**config.mk**
```make
export PLATFORM = sky130hd
export DESIGN_NAME = hbintfifo
export DESIGN_NICKNAME = d
export VERILOG_FILES = /design/src/rtl/hbintfifo.sv
export SDC_FILE = /design/constraint.sdc
export NUM_CORES = 1
export LEC_CHECK = 0
export ABC_AREA = 1
export CORE_MARGIN = 2
export CORE_UTILIZATION = 35
export DETAILED_ROUTE_END_ITERATION = 7
export GPL_TIMING_DRIVEN = 0
export PLACE_DENSITY_LB_ADDON = 0.2
export SYNTH_ARGS = -nofsm -noshare
export SYNTH_HDL_FRONTEND = slang
export SYNTH_SLANG_ARGS = --single-unit
```
**constraint.sdc**
```tcl
create_clock -name i_clk -period 3.9 [get_ports i_clk]
set_clock_uncertainty 0.1 [all_clocks]
set_input_delay 0.78 -clock i_clk [delete_from_list [all_inputs] [get_ports i_clk]]
set_output_delay 0.78 -clock i_clk [all_outputs]
set_load 0.03 [all_outputs]
```
**src/rtl/hbintfifo.sv**
```systemverilog
// Response buffer between the bus executor and the idle/deword stages.
// First-word-fall-through queue that also inserts interrupt and overflow marker words.
module hbintfifo #(
  parameter int            LGFLEN   = 4,
  parameter int            W        = 34,
  parameter logic [W-1:0]  INT_WORD = 34'h3_0000_0000,
  parameter logic [W-1:0]  OVF_WORD = 34'h3_4000_0000
) (
  input  logic              i_clk,
  input  logic              i_reset,
  input  logic              i_interrupt,
  input  logic              i_stb,
  input  logic [W-1:0]      i_word,
  output logic              o_busy,
  output logic              o_stb,
  output logic [W-1:0]      o_word,
  input  logic              i_busy,
  output logic [LGFLEN:0]   o_fill,
  output logic              o_overflow
);

  localparam int DEPTH = 1 << LGFLEN;
  localparam logic [LGFLEN:0] FULL_FILL = (LGFLEN+1)'(DEPTH);

  logic [W-1:0]      mem [DEPTH];
  logic [LGFLEN-1:0] wr_ptr, rd_ptr;
  logic [LGFLEN:0]   fill;
  logic              int_last, int_pending, ovf_pending;

  logic              full, pop, room, int_edge;
  logic              wr_en, wr_ovf, wr_int, drop;
  logic [W-1:0]      wr_data;

  assign full     = (fill == FULL_FILL);
  assign o_stb    = (fill != '0);
  assign pop      = o_stb && !i_busy;
  // A pop frees its slot in the same cycle, so a full queue can still accept.
  assign room     = !full || pop;
  assign o_busy   = ovf_pending || (full && !pop);
  assign int_edge = i_interrupt && !int_last;
  assign drop     = i_stb && o_busy;

  always_comb begin
    wr_en   = 1'b0;
    wr_ovf  = 1'b0;
    wr_int  = 1'b0;
    wr_data = '0;
    if (room) begin
      if (ovf_pending) begin
        wr_en   = 1'b1;
        wr_ovf  = 1'b1;
        wr_data = OVF_WORD;
      end else if (i_stb) begin
        wr_en   = 1'b1;
        wr_data = i_word;
      end else if (int_pending) begin
        wr_en   = 1'b1;
        wr_int  = 1'b1;
        wr_data = INT_WORD;
      end
    end
  end

  always_ff @(posedge i_clk or posedge i_reset) begin
    if (i_reset) begin
      wr_ptr      <= '0;
      rd_ptr      <= '0;
      fill        <= '0;
      int_last    <= 1'b0;
      int_pending <= 1'b0;
      ovf_pending <= 1'b0;
    end else begin
      int_last    <= i_interrupt;
      // An edge arriving while INT_WORD is written keeps the request alive.
      int_pending <= (int_pending && !wr_int) || int_edge;
      ovf_pending <= (ovf_pending && !wr_ovf) || drop;
      if (wr_en)
        wr_ptr <= wr_ptr + 1'b1;
      if (pop)
        rd_ptr <= rd_ptr + 1'b1;
      case ({wr_en, pop})
        2'b10:   fill <= fill + 1'b1;
        2'b01:   fill <= fill - 1'b1;
        default: fill <= fill;
      endcase
    end
  end

  always_ff @(posedge i_clk) begin
    if (wr_en)
      mem[wr_ptr] <= wr_data;
  end

  assign o_word     = o_stb ? mem[rd_ptr] : '0;
  assign o_fill     = fill;
  assign o_overflow = ovf_pending;

endmodule
```
==> summary.txt <==
STA
  • Final setup fails: 0
  • Final Critical Period: 3.79 ns
  • Rel. slew slack: 37.4%
  • Setup TNS: 0 ns
  • Worst slew pin tran: 0.939 ns
  • Highest Clock Rate: 264 MHz
  • Max Slew Vio Count: 0
  • Final hold viol count: 0
  • RSZ-0062 raised after global routing: false
  • Post-route clock period utilization: 97.2%

CTS
  • Clock Pin Slew Worst Setup and Hold Paths: 0.06 ns
  • TritonCTS clock tree: yes
  • Setup Buffers After CTS: 0
  • Clock latency on the worst-skew pair: 0.61 ns
  • Clk sinks: 560
  • Max clock buf depth: 3
  • Total CTS buffers: 58
  • Hold-fix buffers, CTS: 0
  • Clk root buf: clkbuf_16
  • CTS H-Tree Depth: 2

Global routing
  • Pin count of the biggest net entering global routing: 22
  • Remaining Overflow, GRT: 0
  • First-pass GRT wire length: 104,000 um
  • Vias in the first global route: 15,500
  • Antenna violations before repair: 1
  • Tot GR Track Use: 20.6%

Finish
  • Non-filler instance count after layout: 3,086
  • ANT cells: 0
  • Number of nets in the layout: 2,225
  • Syn-to-layout area delta: 18.5%
  • Layout Utilization: 42.0%
  • Share of cells above drive strength 1: 11.6%
  • Fillers: 6,064

Synth
  • Cells after synthesis: 2,012
  • Syn Nets: 2,060
  • Yosys top cell area share: 69.8%
  • Top cells by area, synth: edfxtp_1 70%, nand2_1 12%, nand3_1 9.0%
  • Yosys cell types: 26
  • Largest area contributor in the netlist: edfxtp_1
  • Sequential-to-total area share from yosys stat: 71.5%
  • Number of synthesized register bits: 560
  • Post-Syn Area: 23,400 um^2
  • Avg Inst Size Synth: 11.6 um^2
  • Synth Warn #: 0

Place
  • Port Buffers: 79
  • Dpl cells: 2,981
  • Final HPWL DP: 47,000 um
  • Routability cong.: 0.780

Worst setup path
  • Slowest stage delay, CP: 0.50 ns
  • Crit path DAT: 2.91 ns
  • Crit path capture type: output pin
  • Crit Path Max Fanout: 10
  • Worst Path Required: 3.02 ns
  • Setup Crit Path Kind: reg2out
  • CP max stage cell: dfrtp_1
  • Type of origin of the critical path: flip-flop
  • Worst r2r path cells: 15
  • CP Launch Point: rd_ptr[0]
  • CP most frequent cell: nand2_1
  • Worst-path cell chain: inv_2 -> buf_4 -> buf_2 -> nand2_1 -> nand3_1 -> nand3_1 -> nand2_1 -> nand2_1 -> a21oi_1 -> dlygate4sd2_1
  • Worst R2R Start: o_fill[0]

Routing
  • Antenna viol nets, final: 0
  • Number of remaining DRC errors: 0
  • DRT iter0 DRCs: 1,603
  • Via count: 15,900
  • Per-cell routed wire length: 23.2 um
  • WL final: 71,600 um
  • Via-to-Cell Ratio: 5.14
  • DR pass1 iterations: 6

Job
  • Max Cap Viol: 0

Power
  • PwrDens: 835 nW/um^2
  • VDD IR-drop max: 0.000379 V
  • LEAKAGE: 0.0105 uW
  • Total power: 23,100 uW

Floorplan
  • IO Pins: 81
  • Die Ht: 263 um
  • Die W: 263 um
  • Number of core rows: 94
  • Core area: 66,000 um^2
  • Starting Density: 35.5%
  • Die area: 69,000 um^2

Run status
  • Status: complete, no violations

Min path
  • Hold Path Depth: 1
  • Worst hold path type: reg2reg
  • Min-delay src: int_last
power by group:
group	total [uW]	internal [uW]	switching, uW
clock network	5570	3290	2280
registers	7880	7630	252
logic	9710	2860	6850
logic make-up after synthesis:
logic type                 Yosys count  synth area share (%)
AOI/OAI and AO/OA                   44                  1.28
xor gates and xnor gates             9                 0.337
adders and majority gates            9                 0.481
buffers and inverters              184                  4.46
DFF                                560                  71.5
and+or+nand+nor                   1206                  22.0
registers in the layout, indices dropped and copies added (netlist names):
register and count:
rd_ptr 4, mem 544, o_overflow 1, o_fill 5, int_last 1, int_pending 1, wr_ptr 4
through the flow:
step / setup slack (ns) / hold WS (ns) / cell area (um^2)
after floorplan: -0.281 / 0.300 / 23400
after global placement: -3.73 / 0.303 / 25300
after detailed placement: 0.0340 / 0.314 / 25900
after CTS: 0.00852 / 0.322 / 27700
after global routing: 0.00287 / 0.328 / 27700
final: 0.109 / 0.321 / 27700
layer usage:
layer	part of all wire (%)	vias to the layer above	global-route usage, %
met3	7.6	118	4.22
met4	2.4	0	6.04
met1	44	7819	28.5
li1	-	7355	-
met5	0	-	0
met2	46	573	32.6
placed cells by master, fill, tap and decap left out:
cell / synthesis / layout
nand2_1: 727 / 727
edfxtp_1: 544 / 544
nand3_1: 422 / 422
clkbuf_16: 0 / 61
inv_1: 53 / 53
buf_2: 52 / 48
clkdlybuf4s50_1: 0 / 45
buf_4: 30 / 35
buf_6: 21 / 33
nand4_1: 31 / 31
dlygate4sd2_1: 0 / 29
clkbuf_1: 10 / 20
a21oi_2: 20 / 20
a21oi_1: 16 / 16
dfrtp_1: 16 / 16
nor2_4: 1 / 14
clkinv_1: 2 / 13
nor2_1: 22 / 9
buf_1: 11 / 9
ha_1: 9 / 9
buf_12: 0 / 9
clkbuf_2: 0 / 7
xor2_1: 7 / 7
clkinv_2: 0 / 7
o21ai_0: 6 / 6
bufinv_16: 0 / 6
buf_16: 0 / 5
clkbuf_8: 1 / 4
clkdlybuf4s15_1: 0 / 4
nor3_2: 0 / 3
inv_2: 2 / 2
xnor2_1: 2 / 2
clkbuf_4: 2 / 2
clkdlybuf4s15_2: 0 / 1
a21o_1: 1 / 1
o21bai_1: 1 / 1
dlymetal6s2s_1: 0 / 1
path summary, 6_finish.rpt:
path                            slack [ns]           to
worst max-delay path                  0.11   o_word[33]
worst min-delay path                  0.32  int_pending
worst max register to register        0.71    o_fill[4]
worst min register to register        0.32  int_pending
max in group asynchronous             2.80    rd_ptr[1]
min in group asynchronous             0.46    o_fill[3]
worst max-delay path: cells and delay by family, from the launching register on:
| family | cells | cell delay, ns |
|---|---|---|
| DFF | 1 | 0.50 |
| and+or+nand+nor | 5 | 0.40 |
| buffers and inverters | 4 | 1.10 |
| AOI/OAI and AO/OA | 1 | 0.30 |
synth_stat cells:
master,count
clkbuf_4,2
clkinv_1,2
nor3_1,3
buf_4,30
o21bai_1,1
inv_2,2
xnor2_1,2
o21ai_0,6
a21o_1,1
nand4_1,31
nor2_1,22
nand2_1,727
buf_2,52
a21oi_2,20
a21oi_1,16
nand3_1,422
xor2_1,7
inv_1,53
nor2_4,1
buf_6,21
edfxtp_1,544
dfrtp_1,16
ha_1,9
buf_1,11
clkbuf_1,10
clkbuf_8,1
repair_timing:
action,4_1_cts,5_1_grt
hold endpoints to repair,0,0
setup endpoints to repair,34,4
gates resized for setup,49,4
cell type report:
type / instances / area, um^2 / area share, %
clock inverter: 24 / 256 / 0.925
tap: 864 / 1080 / 3.90
timing repair buffer: 105 / 1210 / 4.36
sequential: 560 / 16700 / 60.3
clock buffer: 81 / 1630 / 5.88
multi-input combinational: 1268 / 5750 / 20.7
inverter: 57 / 214 / 0.771
buffer: 127 / 860 / 3.10
Note: power is estimated with default switching activity, not from simulation.
